`src/rtl/m3d_block_scheduler.sv`:
```
// m3d_block_scheduler: arbitrates weight-write and query bursts into a compute
// block. It drives the block's mode strobes and input handshake, and it
// watches the result stream to decide when a query has fully drained.
// Optional feature: define M3D_SCHED_WDOG_EN to add a drain watchdog that
// abandons a stuck DRAIN and pulses err_timeout.
module m3d_block_scheduler #(
  parameter int MACRO_COLUMN  = 4,
  parameter int MACRO_ROW     = 32,
  parameter int OUT_PER_QRY   = 32,
  parameter int DRAIN_TIMEOUT = 1024
) (
  input  logic       clk,
  input  logic       rst,
  input  logic       wr_req_vld,
  output logic       wr_req_rdy,
  input  logic       q_req_vld,
  output logic       q_req_rdy,
  output logic       blk_we,
  output logic       blk_cme,
  output logic       blk_data_in_vld,
  input  logic       blk_data_in_rdy,
  output logic       blk_sel_q,
  input  logic       blk_cmOut_vld,
  input  logic       blk_cmOut_rdy,
  output logic       wr_done,
  output logic       q_done,
  output logic       err_timeout,
  output logic [1:0] state
);

  localparam int QRY_BEATS = MACRO_COLUMN;
  localparam int WR_BEATS  = MACRO_ROW * MACRO_COLUMN;
  localparam int MAX_BEATS = (WR_BEATS > QRY_BEATS) ? WR_BEATS : QRY_BEATS;
  localparam int BEAT_W    = $clog2(MAX_BEATS + 1);
  localparam int OUT_W     = $clog2(OUT_PER_QRY + 1);

  localparam logic [BEAT_W-1:0] WR_LAST  = BEAT_W'(WR_BEATS - 1);
  localparam logic [BEAT_W-1:0] QRY_LAST = BEAT_W'(QRY_BEATS - 1);
  localparam logic [BEAT_W-1:0] BEAT_ONE = BEAT_W'(1);
  localparam logic [OUT_W-1:0]  OUT_MAX  = OUT_W'(OUT_PER_QRY);
  localparam logic [OUT_W-1:0]  OUT_ONE  = OUT_W'(1);

  typedef enum logic [1:0] {
    S_IDLE  = 2'd0,
    S_WR    = 2'd1,
    S_QRY   = 2'd2,
    S_DRAIN = 2'd3
  } state_e;

  state_e             state_q, state_d;
  logic [BEAT_W-1:0]  beat_cnt_q, beat_cnt_d;
  logic [OUT_W-1:0]   out_cnt_q, out_cnt_d, out_cnt_nx;
  logic               last_grant_q, last_grant_d;  // 1 = query granted last
  logic               wr_done_q, wr_done_d;
  logic               q_done_q, q_done_d;
  logic               wr_hs, q_hs, cm_hs;
  logic               drain_done, wd_fire, timeout_go;

  // Mode strobes and handshakes are pure decodes of the current state
  assign blk_we          = (state_q == S_WR);
  assign blk_cme         = (state_q == S_QRY) || (state_q == S_DRAIN);
  assign blk_sel_q       = blk_cme;
  assign blk_data_in_vld = ((state_q == S_WR) & wr_req_vld) | ((state_q == S_QRY) & q_req_vld);
  assign wr_req_rdy      = (state_q == S_WR) & blk_data_in_rdy;
  assign q_req_rdy       = (state_q == S_QRY) & blk_data_in_rdy;
  assign state           = state_q;
  assign wr_done         = wr_done_q;
  assign q_done          = q_done_q;

  assign wr_hs = wr_req_vld & wr_req_rdy;
  assign q_hs  = q_req_vld & q_req_rdy;
  assign cm_hs = blk_cmOut_vld & blk_cmOut_rdy;

  // Saturating result count including this cycle's handshake, so a drain
  // finishes on the very handshake that completes the query
  always_comb begin
    out_cnt_nx = out_cnt_q;
    if (blk_cme && cm_hs && (out_cnt_q != OUT_MAX)) out_cnt_nx = out_cnt_q + OUT_ONE;
  end

  assign drain_done = (out_cnt_nx == OUT_MAX);
  assign timeout_go = wd_fire & ~drain_done;

`ifdef M3D_SCHED_WDOG_EN
  localparam int WD_W = $clog2(DRAIN_TIMEOUT + 1);
  localparam logic [WD_W-1:0] WD_LAST = WD_W'(DRAIN_TIMEOUT - 1);
  localparam logic [WD_W-1:0] WD_ONE  = WD_W'(1);

  logic [WD_W-1:0] wd_cnt_q, wd_cnt_d;
  logic            err_q;

  // Idle-drain counter fires when the upcoming increment would reach the limit
  assign wd_fire     = (state_q == S_DRAIN) && !cm_hs && (wd_cnt_q == WD_LAST);
  assign err_timeout = err_q;

  // Watchdog next value: restart on DRAIN entry and on every result handshake
  always_comb begin
    wd_cnt_d = wd_cnt_q;
    if ((state_d == S_DRAIN) && (state_q != S_DRAIN)) wd_cnt_d = '0;
    else if (state_q == S_DRAIN)                       wd_cnt_d = cm_hs ? '0 : wd_cnt_q + WD_ONE;
  end

  // Watchdog counter and timeout pulse registers
  always_ff @(posedge clk or posedge rst) begin
    if (rst) begin
      wd_cnt_q <= '0;
      err_q    <= 1'b0;
    end else begin
      wd_cnt_q <= wd_cnt_d;
      err_q    <= timeout_go;
    end
  end
`else
  assign wd_fire     = 1'b0;
  assign err_timeout = 1'b0;
`endif

  // Next-state, arbitration and done-pulse decode
  always_comb begin
    state_d      = state_q;
    last_grant_d = last_grant_q;
    wr_done_d    = 1'b0;
    q_done_d     = 1'b0;
    case (state_q)
      S_IDLE: begin
        if (wr_req_vld && (!q_req_vld || last_grant_q)) begin
          state_d      = S_WR;
          last_grant_d = 1'b0;
        end else if (q_req_vld) begin
          state_d      = S_QRY;
          last_grant_d = 1'b1;
        end
      end
      S_WR: begin
        if (wr_hs && (beat_cnt_q == WR_LAST)) begin
          state_d   = S_IDLE;
          wr_done_d = 1'b1;
        end
      end
      S_QRY: begin
        if (q_hs && (beat_cnt_q == QRY_LAST)) state_d = S_DRAIN;
      end
      S_DRAIN: begin
        if (drain_done) begin
          state_d  = S_IDLE;
          q_done_d = 1'b1;
        end else if (timeout_go) begin
          state_d = S_IDLE;
        end
      end
      default: state_d = S_IDLE;
    endcase
  end

  // Counter next values: beats restart on any state change, outputs on QRY entry
  always_comb begin
    beat_cnt_d = beat_cnt_q;
    if (state_d != state_q)  beat_cnt_d = '0;
    else if (wr_hs || q_hs)  beat_cnt_d = beat_cnt_q + BEAT_ONE;
    out_cnt_d = out_cnt_nx;
    if ((state_q == S_IDLE) && (state_d == S_QRY)) out_cnt_d = '0;
  end

  // State, counters, arbitration history and done pulses
  always_ff @(posedge clk or posedge rst) begin
    if (rst) begin
      state_q      <= S_IDLE;
      beat_cnt_q   <= '0;
      out_cnt_q    <= '0;
      last_grant_q <= 1'b1;
      wr_done_q    <= 1'b0;
      q_done_q     <= 1'b0;
    end else begin
      state_q      <= state_d;
      beat_cnt_q   <= beat_cnt_d;
      out_cnt_q    <= out_cnt_d;
      last_grant_q <= last_grant_d;
      wr_done_q    <= wr_done_d;
      q_done_q     <= q_done_d;
    end
  end

endmodule

```
`config.mk`:
```
export PLATFORM = sky130hd
export DESIGN_NAME = m3d_block_scheduler
export DESIGN_NICKNAME = d
export VERILOG_FILES = /design/src/rtl/m3d_block_scheduler.sv
export SDC_FILE = /design/constraint.sdc
export NUM_CORES = 1
export LEC_CHECK = 0
export ABC_AREA = 0
export ABC_CLOCK_PERIOD_IN_PS = 3600
export CORE_UTILIZATION = 62
export DETAILED_ROUTE_END_ITERATION = 7
export DONT_BUFFER_PORTS = 1
export PLACE_DENSITY = 0.9
export SETUP_SLACK_MARGIN = 0.15
export SLEW_MARGIN = 20
export SYNTH_ARGS = -nofsm -noshare
export SYNTH_HDL_FRONTEND = slang
export SYNTH_SLANG_ARGS = --single-unit
export TNS_END_PERCENT = 1
```
`constraint.sdc`:
```
create_clock -name clk -period 3.6 [get_ports clk]
set_input_delay 0.72 -clock clk [delete_from_list [all_inputs] [get_ports clk]]
set_output_delay 0.72 -clock clk [all_outputs]
set_load 0.05 [all_outputs]
```
==> metrics.txt, run 1 <==
met2 usage=37.0%; Setup Viol. Count Final=0; maxcap violations=0; area grow syn2layout=1.62%; area fraction in compound gates after synthesis=18.4%; Clock transition at path regs=0.11 ns; first-pass GRT wire length=3700 µm; post-synthesis sequential area ratio=36.3%; vias in the first global route=844; post-cts sizing count=0; average cell area after synthesis=9.51 µm²; die area=2300 µm²; worst setup path class=flip-flop to output pin; worst ir drop on vdd=0.367 mV; Synth Area in Adders=2.86%; die extent in x=48.0 µm; Hold Path Class=input port to asynchronous set/reset pin; Worst Tran Pin Value=0.885 ns; final setup TNS=0 ns; Root Buffer=clkbuf_4; TritonRoute pass-1 iters=5; GRT Util Overall=24.7%; largest net degree at the start of global routing=20; GRT busiest layer=met2; port bufs=0; DIE HEIGHT=48.0 µm; placed inst area=1310 µm²; Hold Vio Cnt, Final=0; Via density=6.23; xor and xnor fraction of the mapped netlist area=6.67%; cts hold-fix bufs=0; CTS tree=built; area of the multi-input gates=746 µm²; Post-synth ARST share=100%; nets=146; Max clock buf depth=2; WL final=2520 µm; normalized max-slew margin=41.0%; most used flip-flop cell after synthesis=dfrtp_1; Post-Syn Instances=138; wire length per cell=15.6 µm; Netlist cell types=53; initial antenna violation count=0; Inserted Clock Buffers=3; Iter 0 DRT Violations=32; crit path launch type=flip-flop; GR Overflow Total=0; Final Skew=0.00425 ns; Finished Core Util=67.3%; period utilization=79.8%; post-synth net total=148; DR vias=1010; Critical Path RT=2.88 ns; unrepaired setup endpoints after global routing=false; share of cells above drive strength 1=17.0%; fin area=1330 µm²; met3 usage=7.92%; detailed placer's ending HPWL=1860 µm; post-synthesis simple-gate area fraction=27.7%; LEAKAGE=0.609 nW; htree depth=1; largest family of logic cells by synthesized area=simple AND/OR/NAND/NOR gates; run status=complete, no violations; # clock sinks=19; YS warnings=0; worst skew pair latency=0.32 ns; row cnt=16; # fillers=139; GP Congestion=0.849; Worst EP arrival=2.15 ns; post-CTS setup buffer count=0; pwr dens=563 nW/µm²; # IOs=18; synthesis-stage register bit count=19; DRC viols=0; Initial Util=66.2%; Cell Area, Synth=1310 µm²; core area=1980 µm²; post-synthesis mux area share=0.858%; Worst setup EP type=output pin; min cycle time layout=2.87 ns; Post-synth EDFFs=0; hold_ws=0.400 ns; CP Max Fanout=16; FF+latch area=478 µm²; Fmax achieved=0.348 GHz; DRT antenna net count=0; met1 Usage GRT=31.1%; antenna cells=0; Final Max Tran Viols=0
-- synth_stat cells (2+ instances only) --
library cell,number,area share (%)
nand4_1,4,1.9
ha_1,3,2.9
o21ai_0,3,1.1
and2_1,2,0.95
dfrtp_1,18,34
a311oi_1,2,1.3
nand3b_1,3,1.7
clkbuf_1,4,1.1
and3_1,9,4.3
nand3_1,3,1.1
nor3_1,3,1.1
inv_1,9,2.6
xnor2_1,4,2.7
nand2b_1,2,0.95
xor2_1,6,4.0
nor2b_1,2,0.95
a21oi_1,6,2.3
or4_4,2,1.7
nand2_1,7,2.0
nor2_1,8,2.3
buf_4,4,2.3
a211oi_1,2,1.1
nor4_1,2,0.95
-- area by class of cell --
| cell class | count | area share [%] |
|---|---|---|
| clock buffer | 3 | 1.69 |
| multi-input combinational | 101 | 55.9 |
| sequential | 19 | 35.8 |
| inverter | 9 | 2.53 |
| timing repair buffer | 2 | 1.13 |
| clock inverter | 1 | 0.375 |
| tap | 27 | 2.53 |
-- critical path, cell delays in order (launching register included) --
cell and delay (ns):
dfrtp_2 0.76, and2b_2 0.57, and2_1 0.49
-- path summary, 6_finish.rpt --
kind,start,end,slack [ns],cells past startpoint
max,state[1],wr_req_rdy,0.73,2
min,rst,out_cnt_q[5],0.40,1
max reg2reg,state[1],beat_cnt_q[6],0.84,5
min reg2reg,last_grant_q,last_grant_q,0.52,2
max in group asynchronous,rst,state[1],2.69,1
min in group clk,last_grant_q,last_grant_q,0.52,2
-- sequential cells by signal, indices dropped and copies added, names as in the netlist --
| signal | cells |
|---|---|
| out_cnt_q | 6 |
| wr_done | 1 |
| q_done | 1 |
| last_grant_q | 1 |
| beat_cnt_q | 8 |
| state | 2 |
-- kinds of logic (layout without fill, tap and decap cells) --
| family | count (synthesis) | after routing |
|---|---|---|
| compound gates | 28 | 28 |
| xor+xnor | 10 | 10 |
| fa+ha+maj | 3 | 3 |
| buf+inv | 18 | 15 |
| flops | 19 | 19 |
| mux | 1 | 1 |
| other cells | 1 | 1 |
| simple gates | 58 | 58 |
-- power breakdown --
group	switching, W	internal (W)	leakage, nW	total, W
clock network	0.0000736	0.0000417	0.0177	0.000115
registers	0.000121	0.000261	0.244	0.000382
logic	0.000147	0.000107	0.347	0.000254
-- layout by cell type, fill, tap and decap left out, types with 4 or more instances in the layout --
cell type | netlist | layout
and3_1 | 9 | 9
xnor2_1 | 4 | 4
inv_1 | 9 | 9
nor2_1 | 8 | 8
nand4_1 | 4 | 4
dfrtp_1 | 18 | 17
a21oi_1 | 6 | 6
xor2_1 | 6 | 6
nand2_1 | 7 | 7
-- layer usage --
layer | vias up | routed length (µm) | share of wire, %
li1 | 491 | - | -
met3 | 5 | 177 | 7.0
met1 | 477 | 1110 | 44
met5 | - | 0 | 0
met4 | 0 | 50 | 2.0
met2 | 37 | 1180 | 47
-- per-stage QoR --
| step | instances | power, W | worst slack [ns] |
|---|---|---|---|
| 2_1_floorplan | 138 | 0.000602 | 1.04 |
| 3_3_place_gp | 158 | 0.000614 | 1.05 |
| 3_5_place_dp | 158 | 0.000633 | 0.880 |
| 4_1_cts | 162 | 0.000749 | 0.721 |
| 5_1_grt | 162 | 0.000801 | 0.656 |
| 6_report | 162 | 0.000751 | 0.727 |
Note: power is estimated with default switching activity, not from simulation.
==> inputs of run 2 (changes only) <==
- ABC_CLOCK_PERIOD_IN_PS: 3600 -> 2500
- CORE_UTILIZATION: 62 -> 56
- PLACE_DENSITY: 0.9 -> 0.86
- clock period: 3.6 -> 2.5 ns (I/O delays scaled with it)
==> run 2 against run 1 <==
- via count is 4.7% higher
- wire length is 6.2% higher
- count of clock-buffer cells in the layout is 1 higher
==> metrics.txt, run 2 (synthesis gave the netlist of run 1 again) <==
run status=complete, no violations; worst ir drop on vdd=0.469 mV; # fillers=173; Finished Core Util=63.5%; core area=2210 µm²; GRT Util Overall=21.3%; unrepaired setup endpoints after global routing=false; worst setup path class=flip-flop to flip-flop; Clock transition at path regs=0.12 ns; crit path launch type=flip-flop; Final Max Tran Viols=0; maxcap violations=0; normalized max-slew margin=52.0%; wire length per cell=15.9 µm; period utilization=91.2%; Sequential Power Share=44.8%; Max clock buf depth=2; vias in the first global route=940; R2R Path Start=beat_cnt_q[2]; CTS tree=built; WL final=2680 µm; cell family with most CP delay=simple AND/OR/NAND/NOR gates; Biggest register=beat_cnt_q; htree depth=1; pwr dens=812 nW/µm²; DIE HEIGHT=50.4 µm; initial antenna violation count=0; Worst Path Buf+Inv=0; Hold Vio Cnt, Final=0; Critical Path Max Stage Delay=0.59 ns; # IOs=18; fin area=1400 µm²; DRC viols=0; Cell Int Power=0.000629 W; Worst EP arrival=2.47 ns; Root Buffer=clkbuf_4; row cnt=17; port bufs=0; GP Congestion=0.870; cell mode on critical path=or4_4; Critical Path RT=2.69 ns; Worst setup EP type=flip-flop; most frequent cells in the layout=17 x dfrtp_1, 9 x inv_1, 9 x and3_1; die area=2540 µm²; cts hold-fix bufs=0; DRT antenna net count=0; max reg flops=8; TritonRoute pass-1 iters=4; first-pass GRT wire length=4140 µm; part of the power in the clock network=14.0%; Via density=6.29; min cycle time layout=2.28 ns; Iter 0 DRT Violations=24; RR Endpoint=beat_cnt_q[4]; Initial Util=59.3%; Worst Tran Pin Value=0.719 ns; Comb pwr share=41.2%; DR vias=1057; post-cts sizing count=0; net switching power=0.000511 W; post-CTS setup buffer count=0; # clock sinks=19; final setup TNS=0 ns; Hold Path Class=input port to asynchronous set/reset pin; slowest stage cell, crit path=or4_4; worst skew pair latency=0.29 ns; largest net degree at the start of global routing=20; critical-path cell list=or4_4 > nor4_4 > o211ai_2 > or4_4 > and3_1; LEAKAGE=0.633 nW; Worst Reg-to-Reg Cells=5; detailed placer's ending HPWL=1950 µm; Setup Viol. Count Final=0; area grow syn2layout=6.96%; die extent in x=50.4 µm; Fmax achieved=0.439 GHz; CP Max Fanout=7; share of cells above drive strength 1=22.1%; most common cell after layout, fill and taps aside=dfrtp_1; antenna cells=0; switching part of the total=44.8%; GR Overflow Total=0; Inserted Clock Buffers=3; Final Skew=0.00538 ns; nets=151; Reg2Reg Setup Slack=0.22 ns; placed inst area=1350 µm²
-- run 2: changes by cell type in the layout (fill, tap and decap cells not counted), sizes merged --
| cell | before | now |
|---|---|---|
| clkbuf | 3 | 4 |
| clkinv | 1 | 0 |
| buf | 2 | 7 |
-- run 2: worst max path at each step --
stage,to,depth (start not counted),from
detailed placement,beat_cnt_q[6],5,beat_cnt_q[3]
global placement,beat_cnt_q[6],5,beat_cnt_q[3]
finish,beat_cnt_q[4],5,beat_cnt_q[2]
global route,beat_cnt_q[4],7,out_cnt_q[0]
floorplan,q_req_rdy,3,state[1]
CTS,beat_cnt_q[4],5,beat_cnt_q[3]
-- run 2: per-layer routing --
| metal | share of wire (%) | global-route usage, % | up-vias |
|---|---|---|---|
| met5 | 0 | 0 | - |
| met3 | 4.6 | 3.64 | 6 |
| li1 | - | - | 498 |
| met1 | 45 | 26.9 | 517 |
| met2 | 49 | 36.2 | 36 |
| met4 | 1.9 | 7.87 | 0 |
-- run 2: power groups by stage --
stage	registers, W	logic [W]	clock network, W
floorplan	0.000447	0.000419	0
global placement	0.000494	0.000411	0
detailed placement	0.000508	0.000439	0
CTS	0.000501	0.000442	0.000160
global route	0.000525	0.000508	0.000171
finish	0.000511	0.000470	0.000160
-- run 2: worst reg2reg max path, delay by kind of cell, from the launching register on --
kind,cells,cell delay [ns]
AOI/OAI and AO/OA,1,0.14
and+or+nand+nor,4,1.57
DFF,1,0.46
-- run 2: per-stage QoR --
stage / setup slack, ns / std cells / hold WS, ns / total power (W)
5_1_grt: 0.149 / 168 / 0.228 / 0.00120
3_5_place_dp: 0.227 / 164 / 0.521 / 0.000947
3_3_place_gp: 0.296 / 164 / 0.501 / 0.000905
2_1_floorplan: 0.161 / 138 / 0.450 / 0.000866
6_report: 0.220 / 168 / 0.200 / 0.00114
4_1_cts: 0.213 / 168 / 0.229 / 0.00110
-- run 2: final cells by class --
cell class                 count  area [µm²]  share of cell area (%)
multi-input combinational    101         778                    55.4
sequential                    19         478                    34.0
timing repair buffer           7        52.6                    3.74
tap                           28        35.0                    2.50
inverter                       9        33.8                    2.41
clock buffer                   4        26.3                    1.87
==> inputs of run 3 (changes only) <==
- MAX_ROUTING_LAYER: default -> met4
==> run 3 against run 2 <==
- largest power group unchanged
- register-to-register slack barely moved
- sequential cell count unchanged
- setup slack worse by 0.0016 ns
- highest routed layer unchanged
- sequential power about the same
- die area stayed put
- clock power about the same
- final area about the same
- global-route usage is 0.52 points higher
- power up 0.19%
==> metrics.txt, run 3 (synthesis gave the netlist of run 1 again) <==
run status=complete, no violations; DR vias=1068; normalized max-slew margin=51.8%; vias in the first global route=944; worst ir drop on vdd=0.467 mV; period utilization=91.3%; Via density=6.36; maxcap violations=0; Hold Path Class=input port to asynchronous set/reset pin; DRC viols=0; Worst Reg-to-Reg Cells=5; placed inst area=1350 µm²; first-pass GRT wire length=4130 µm; die area=2540 µm²; Finished Core Util=63.5%; htree depth=1; Fmax achieved=0.438 GHz; RR Endpoint=beat_cnt_q[4]; worst skew pair latency=0.29 ns; detailed placer's ending HPWL=1950 µm; initial antenna violation count=0; R2R Path Start=beat_cnt_q[2]; Setup Viol. Count Final=0; die extent in x=50.4 µm; Critical Path RT=2.68 ns; Cell Int Power=0.000631 W; GRT Util Overall=21.9%; wire length per cell=16.0 µm; LEAKAGE=0.632 nW; most frequent cells in the layout=16 x dfrtp_1, 9 x inv_1, 9 x and3_1; DIE HEIGHT=50.4 µm; CP Max Fanout=7; GR Overflow Total=0; port bufs=0; TritonRoute pass-1 iters=4; CTS tree=built; Cells after DPL=164; row cnt=17; Worst setup EP type=flip-flop; Final Max Tran Viols=0; Max clock buf depth=2; Sequential Power Share=45.0%; max reg flops=8; Initial Util=59.3%; most common cell after layout, fill and taps aside=dfrtp_1; switching part of the total=44.8%; Comb pwr share=41.3%; Hold Vio Cnt, Final=0; Biggest register=beat_cnt_q; final setup TNS=0 ns; share of cells above drive strength 1=22.9%; min cycle time layout=2.28 ns; Final Skew=0.00730 ns; net switching power=0.000512 W; nets=151; hold_ws=0.203 ns; Worst EP arrival=2.46 ns; core area=2210 µm²; Inserted Clock Buffers=3; # clock sinks=19; fin cells=168; antenna cells=0; area grow syn2layout=7.05%; WL final=2690 µm; GP Congestion=0.884; Clock transition at path regs=0.12 ns; crit path launch type=flip-flop; Iter 0 DRT Violations=33; worst setup path class=flip-flop to flip-flop; Reg2Reg Setup Slack=0.22 ns; largest net degree at the start of global routing=20; part of the power in the clock network=13.7%; Root Buffer=clkbuf_4; pwr dens=813 nW/µm²; # IOs=18; Worst Tran Pin Value=0.722 ns; DRT antenna net count=0; fin area=1410 µm²; unrepaired setup endpoints after global routing=false
## run 3: power groups by stage
| stage | clock [W] | sequential (W) | combinational, W |
|---|---|---|---|
| final | 0.000157 | 0.000514 | 0.000472 |
| after global routing | 0.000171 | 0.000526 | 0.000507 |
| after CTS | 0.000160 | 0.000501 | 0.000442 |
| after detailed placement | 0 | 0.000508 | 0.000439 |
| after global placement | 0 | 0.000494 | 0.000411 |
| after floorplan | 0 | 0.000447 | 0.000419 |
## run 3: what timing repair did
action	in CTS	in global routing
setup buffers	0	0
endpoints found under the setup margin	0	7
gates resized for setup	0	5
hold buffers	0	0
## run 3: worst max-delay path by stage
stage / startpoint / to / slack [ns] / cells after the start
after CTS: beat_cnt_q[3] / beat_cnt_q[4] / 0.21 / 5
final: beat_cnt_q[2] / beat_cnt_q[4] / 0.22 / 5
after global routing: out_cnt_q[0] / beat_cnt_q[4] / 0.15 / 7
after floorplan: state[1] / q_req_rdy / 0.16 / 3
after detailed placement: beat_cnt_q[3] / beat_cnt_q[6] / 0.23 / 5
after global placement: beat_cnt_q[3] / beat_cnt_q[6] / 0.30 / 5
## run 3: critical path, cell delays in order (launching register included)
cell      delay [ns]
dfrtp_1         0.46
or4_4           0.55
nor4_4          0.23
o211ai_2        0.14
or4_4           0.59
and3_1          0.20
## run 3: final cells by class
| cell class | count | area (µm²) |
|---|---|---|
| Fill cell | 172 | 807 |
| Multi-Input combinational cell | 101 | 778 |
| Sequential cell | 19 | 479 |
| Clock buffer | 4 | 26.3 |
| Timing Repair Buffer | 7 | 52.6 |
| Inverter | 9 | 33.8 |
| Tap cell | 28 | 35.0 |
## run 3: routing by layer
layer  part of all wire, %  GRT usage (%)  vias to the layer above
li1                      -              -                      500
met1                    44           26.4                      517
met2                    49           36.7                       45
met3                   5.5           3.64                        6
met4                   2.0           7.87                        0
met5                     0              -                        -
## run 3: through the flow
step	setup slack, ns	total power, W
2_1_floorplan	0.161	0.000866
3_3_place_gp	0.296	0.000905
3_5_place_dp	0.227	0.000947
4_1_cts	0.213	0.00110
5_1_grt	0.150	0.00120
6_report	0.218	0.00114
